**config.mk**
```make
export PLATFORM = sky130hd
export DESIGN_NAME = mux8_rr_capture
export DESIGN_NICKNAME = d
export VERILOG_FILES = /design/src/rtl/mux8_rr_capture.sv
export SDC_FILE = /design/constraint.sdc
export NUM_CORES = 1
export LEC_CHECK = 0
export BUFFER_PORTS_ARGS = -buffer_cell sky130_fd_sc_hd__buf_2
export CAP_MARGIN = 0
export CORE_UTILIZATION = 40
export DETAILED_ROUTE_END_ITERATION = 10
export GPL_ROUTABILITY_DRIVEN = 0
export PLACE_DENSITY_LB_ADDON = 0.05
export REMOVE_ABC_BUFFERS = 1
export SYNTH_ARGS = -nofsm -noshare
export SYNTH_HDL_FRONTEND = slang
export SYNTH_SLANG_ARGS = --single-unit
export TNS_END_PERCENT = 30
```
**constraint.sdc**
```tcl
create_clock -name clk -period 4.2 [get_ports clk]
set_clock_uncertainty 0.15 [all_clocks]
set_input_delay 1.05 -clock clk [delete_from_list [all_inputs] [get_ports clk]]
set_output_delay 1.05 -clock clk [all_outputs]
set_load 0.05 [all_outputs]
```
**src/rtl/mux8_rr_capture.sv**
```systemverilog
// Round-robin sequencer around an 8-way mux: arbitrates requests,
// drives sel, captures the mux word and offers it on valid/ready.
module mux8_rr_capture #(
  parameter int WIDTH = 16
) (
  input  logic             clk,
  input  logic             reset,
  input  logic [7:0]       req,
  input  logic [WIDTH-1:0] mux_out,
  output logic [2:0]       sel,
  output logic [7:0]       grant,
  output logic [WIDTH-1:0] out_data,
  output logic [2:0]       out_chan,
  output logic             out_valid,
  input  logic             out_ready
);

  typedef enum logic [1:0] {
    IDLE,
    CAPTURE,
    HOLD
  } state_t;

  state_t     state;
  logic [2:0] last_served;
  logic [2:0] pick;
  logic [2:0] idx;
  logic       found;

  // Scan starts just past the last served channel so it ranks lowest.
  always_comb begin
    pick  = '0;
    found = 1'b0;
    idx   = '0;
    for (int i = 1; i <= 8; i++) begin
      idx = last_served + 3'(i);
      if (!found && req[idx]) begin
        pick  = idx;
        found = 1'b1;
      end
    end
  end

  always_ff @(posedge clk) begin
    if (reset) begin
      state       <= IDLE;
      sel         <= '0;
      grant       <= '0;
      out_data    <= '0;
      out_chan    <= '0;
      out_valid   <= 1'b0;
      last_served <= 3'd7;
    end else begin
      unique case (state)
        IDLE: begin
          if (found) begin
            sel   <= pick;
            grant <= 8'b1 << pick;
            state <= CAPTURE;
          end
        end
        CAPTURE: begin
          out_data  <= mux_out;
          out_chan  <= sel;
          out_valid <= 1'b1;
          state     <= HOLD;
        end
        HOLD: begin
          if (out_ready) begin
            out_valid   <= 1'b0;
            grant       <= '0;
            last_served <= out_chan;
            state       <= IDLE;
          end
        end
        default: state <= IDLE;
      endcase
    end
  end

endmodule

```
* Yosys cells after proc, flatten, opt, wreduce, memory -nomap -nowiden
Cells that the tools add are included.
** Word-level totals
- Output and inout port bits :: 31
- Register bits :: 36
- Word-level logic and storage cells :: 89
** Cells by class
- Equality and inequality tests :: 4
- $lt $le $gt $ge :: 8
- Reduce and logical (&&, ||, !) cells :: 22
- Shifts and indexed selects :: 1
- Mux-type cells :: 40
- Add/subtract/negate cells :: 7
** Operators with widths (number)
- 3-bit by 4-bit < comparator with 1-bit output (second input constant) :: 8
- 1-bit binary-select mux with 3-bit select :: 8
- 3-bit two-way mux :: 8
- 1-bit two-way mux :: 17
- 8-bit two-way mux :: 2
- 8-bit case mux with 2 select lines :: 1
- 3-bit adder (second input constant) :: 4
- 2-bit AND reduction :: 4
- 1-bit by 3-bit << shifter with 8-bit output (first input constant) :: 1
- 1-bit logical AND :: 7
- 1-bit logical NOT :: 7
- 3-bit by 2-bit adder with 3-bit output (second input constant) :: 2
- 2-bit case mux with 3 select lines :: 1
- 2-bit two-way mux :: 2
- 2-bit != test (second input constant) :: 2
- 2-bit nonzero test :: 2
- 3-bit by 1-bit adder with 3-bit output (second input constant) :: 1
- 3-bit AND reduction :: 1
- 2-bit by 1-bit == test with 1-bit output (second input constant) :: 1
- 2-bit == test (second input constant) :: 1
- 2-bit logical NOT :: 1
- 1-bit case mux with 2 select lines :: 1

* Logic depth before layout (Yosys ltp)
- Word-level depth :: 28
- Gate-level depth with buffers :: 12
- Mapped depth without buffers :: 9

* Worst setup path before layout
OpenSTA, ideal clock, no wires.
- Path kind :: register to register
- Start :: register last_served[0]
- End :: register grant[0]
- Data arrival time :: 3.255 ns
- Buffers on the path :: 3
- Period minus slack after synthesis :: 3.522 ns
- Setup time :: 0.117 ns
- Stages on the path, launching flop included :: 13
- Setup slack :: 0.678 ns
- Cells stage by stage :: dfxtp_1 buf_6 clkinv_1 ha_1 buf_2 buf_2 mux2i_1 mux2i_1 o221a_2 or4_4 a32oi_4 nor4_2 a32o_1
** Between the ends
- Cells in the longest elaborated chain, start to end :: 28
- Elaborated cells between the ends (all ways) :: 58
** Ends and longest elaborated chain
- from (decl) :: line 25 : logic [2:0] last_served;
- from (signal assigned) :: line 72 : last_served <= out_chan;
- 3-bit by 1-bit adder with 3-bit output :: line 36 : idx = last_served + 3'(i);
- 1-bit binary-select mux with 3-bit select :: line 37 : if (!found && req[idx]) begin
- 1-bit two-way mux (not written as such) :: line 37
- 1-bit two-way mux :: line 37
- 1-bit logical NOT :: line 37
- 1-bit logical AND :: line 37
- 1-bit two-way mux :: line 37
- 1-bit logical NOT :: line 37
- (+12 left out)
- 1-bit logical AND :: line 37
- 1-bit two-way mux :: line 37
- 1-bit logical NOT :: line 37
- 1-bit logical AND :: line 37
- 3-bit two-way mux :: line 37
- 1-bit by 3-bit << shifter with 8-bit output :: line 58 : grant <= 8'b1 << pick;
- 8-bit two-way mux :: line 56 : if (found) begin
- 8-bit case mux with 2 select lines :: line 54 : unique case (state)
- to (signal assigned) :: line 58
- to (decl) :: line 11 : output logic [7:0] grant,
Parallel ways exist; a longest one is shown, timed or not. The select of a mux whose other input is x is not followed.
A chain may end at the register's enable or synchronous reset.

* Worst setup path after layout
Same ends and word-level chain as after synthesis.

==> results.cfg <==
[synthesis]
synth_top_area_share_pct = 31.5
synth_xor_area_share_pct = 1.53
synth_cell_types = 55
synthMuxAreaShare_pct = 18.0
synth_top_family_by_area = compound AO/OA/AOI/OAI gates
synth_area_sq_um = 2290
synthTopCellsByArea = dfxtp_1, nand2_1, mux4_2
async_flop_share_pct = 0
avgSynthCellArea_sq_um = 8.84
ys_top_cells_by_count = nand2_1, dfxtp_1, a21oi_1
ys_dominant_reg_cell = dfxtp_1
synth-compound-area-share_pct = 22.0
yosysTopAreaCell = dfxtp_1
ys_seq_area_share_pct = 31.5
syn_inst = 259
synth_adder_area_share_pct = 1.09
yosysWarnings = 0
synth_edf_count = 0
post-synth-top-count-cell = nand2_1
synth-simple-area-share_pct = 21.7
yosys_register_bits = 36

[timing]
tightest_slew_ns = 0.766
setup_viol = 0
finalCriticalPeriod_ns = 3.52
fmaxAchievable_mhz = 284
finalMaxSlewViolations = 0
post-route-period-util_pct = 83.7
grt_setup_unrepaired = false
hold_viol = 0
slew_headroom_pct = 48.9

[worst_setup_path]
reg2reg_slack_ns = 0.68
critPathKind = register to register
crit_required_ns = 4.23
crit_fanout = 12
reg2reg_to = grant[0]$_SDFFE_PP0P_
r2r_cells = 9
cp_data_arrival_time_ns = 3.54
endpoint_kind = register
critPathLaunchType = register
cp_cell_sequence = clkinv_1, ha_1, mux4_2, and2_4, o32a_4, or4_4, a32oi_4, nor4_2, a32o_1
r2r_start = last_served[0]$_SDFFE_PP1P_
slowest_stage = ha_1
cpPeakStageDelay_ns = 0.60

[clock_network]
cts-resized-gates = 0
htreeDepth = 2
cts_sinks = 36
clock_latency_ns = 0.28
path_clk_slew_ns = 0.07
postCtsSetupBuffers = 0
cts_buffers = 5
tritoncts = done
cts-root-buf = clkbuf_8
hold_buffers = 0
cts_buffer_depth = 2

[floorplanning]
initial_core_util_pct = 41.6
die_x_microns = 77.7
fp-row-count = 27
dieHeight_microns = 77.7
io-pin-count = 58
dieArea_sq_um = 6030
core_sq_um = 5510

[pwr]
intPower_mw = 0.644
p_switching_mw = 0.403
p_total_mw = 1.05
ir_drop_uv = 156
pwr-share-clk_pct = 24.4
cellLeakagePower_nw = 1.16
seq_power_share_pct = 37.1
pwr_density_cell_nw_per_um2 = 378
combPwrFrac_pct = 38.5
p_sw_share_pct = 38.5

[final_layout]
nets = 349
syn_to_final_growth_pct = 21.0
diodes = 0
utilization_pct = 50.3
drive_gt1_share_pct = 31.8
n_fill_cell = 542

[flow_run]
maxCapViolCount = 0

[global_route]
grt_max_degree = 28
grt_pass1_vias = 1994
grt_usage_pct = 19.8
grt_pass1_wl_mm = 9.62
grt_remaining_overflow = 0
antenna_found_initial = 0

[drt]
drc_errors = 0
vias = 2166
dr.pass1.iters = 4
wl_per_cell_microns = 14.2
drt-initial-drc-count = 97
wirelength_mm = 5.60
ant_nets = 0
routed_via_density = 5.51

[worst_hold_path]
min_path_type = register to register
hold_depth = 2
worstHoldStart = out_data[7]$_SDFFE_PP0P_
min_to = out_data[7]$_SDFFE_PP0P_

[run_status]
outcome = completed

[placed_design]
io_buffers = 57
dpl.hpwl_mm = 4.23
==> sequential cells by signal, summed over array words and instances, names as in the netlist <==
name	flops
grant	8
last_served	3
out_chan	3
out_data	16
out_valid	1
sel	3
state	2
==> layer usage <==
metal	part of all wire, %	wire length [microns]	global-route usage (%)	vias up
li1	-	-	-	1086
met1	47	2630	26.6	1011
met2	46	2550	32.6	63
met3	6.4	361	3.53	6
met4	0.91	51	5.47	0
met5	0	0	0	-
==> placed cells by master (no fill, tap or decap), types with 3 or more instances in the layout <==
cell      instances
clkbuf_8          6
buf_4            10
o31ai_1           6
nand2_1          53
nor2_1            9
a21o_1            3
or2_2             3
and2_1            3
a32o_1            4
inv_1             7
o21ai_0           7
dfxtp_1          36
a211oi_1          4
mux4_2            6
mux2_2            7
o221ai_1          3
buf_2            57
mux2i_1          12
mux4_1            3
nand3_1          10
nor3_1            3
a21oi_1          25
nand2b_1          3
==> stage by stage <==
step                area [sq um]  setup WS, ns  TNS [ns]  hold WS [ns]  instances
finish                      2770         0.684         0         0.303        393
detailed placement          2680         0.428         0         0.295        385
CTS                         2770         0.677         0         0.304        393
floorplan                   2230       -0.0101   -0.0403         0.332        246
global route                2770         0.524         0         0.325        393
global placement            2680         0.467         0         0.289        385
==> critical path: cells and delay by family (launching register included) <==
kind	cells	cell delay, ns
simple gates	3	0.86
flops	1	0.34
mux	1	0.42
compound gates	3	0.96
buf+inv	1	0.08
fa+ha+maj	1	0.60
==> kinds of logic after synthesis <==
group,after synthesis
adders and majority gates,2
buffers and inverters,21
AOI/OAI and AO/OA,69
muxes,28
DFF,36
xor gates and xnor gates,4
and+or+nand+nor,99
==> worst max path at each step <==
stage	end	startpoint	depth (start not counted)
3_5_place_dp	grant[0]$_SDFFE_PP0P_	req[4]	8
3_3_place_gp	grant[3]$_SDFFE_PP0P_	req[4]	8
2_1_floorplan	grant[0]$_SDFFE_PP0P_	last_served[0]$_SDFFE_PP1P_	9
4_1_cts	grant[0]$_SDFFE_PP0P_	last_served[0]$_SDFFE_PP1P_	9
5_1_grt	grant[5]$_SDFFE_PP0P_	last_served[0]$_SDFFE_PP1P_	9
6_report	grant[0]$_SDFFE_PP0P_	last_served[0]$_SDFFE_PP1P_	9
==> layout make-up <==
type / count / area, sq um / share of cell area (%)
clock inverter: 1 / 7.51 / 0.271
multi-input combinational: 202 / 1480 / 53.3
clock buffer: 7 / 86.3 / 3.12
timing repair buffer: 67 / 360 / 13.0
sequential: 36 / 721 / 26.0
tap: 72 / 90.1 / 3.25
inverter: 8 / 30.0 / 1.08
==> power groups by stage <==
stage,clock network (mW),registers (mW),logic [mW]
after floorplan,0,0.486,0.202
final,0.255,0.389,0.403
after global routing,0.279,0.392,0.438
after CTS,0.264,0.389,0.403
after global placement,0,0.396,0.403
after detailed placement,0,0.397,0.402
Note: power is estimated with default switching activity, not from simulation.
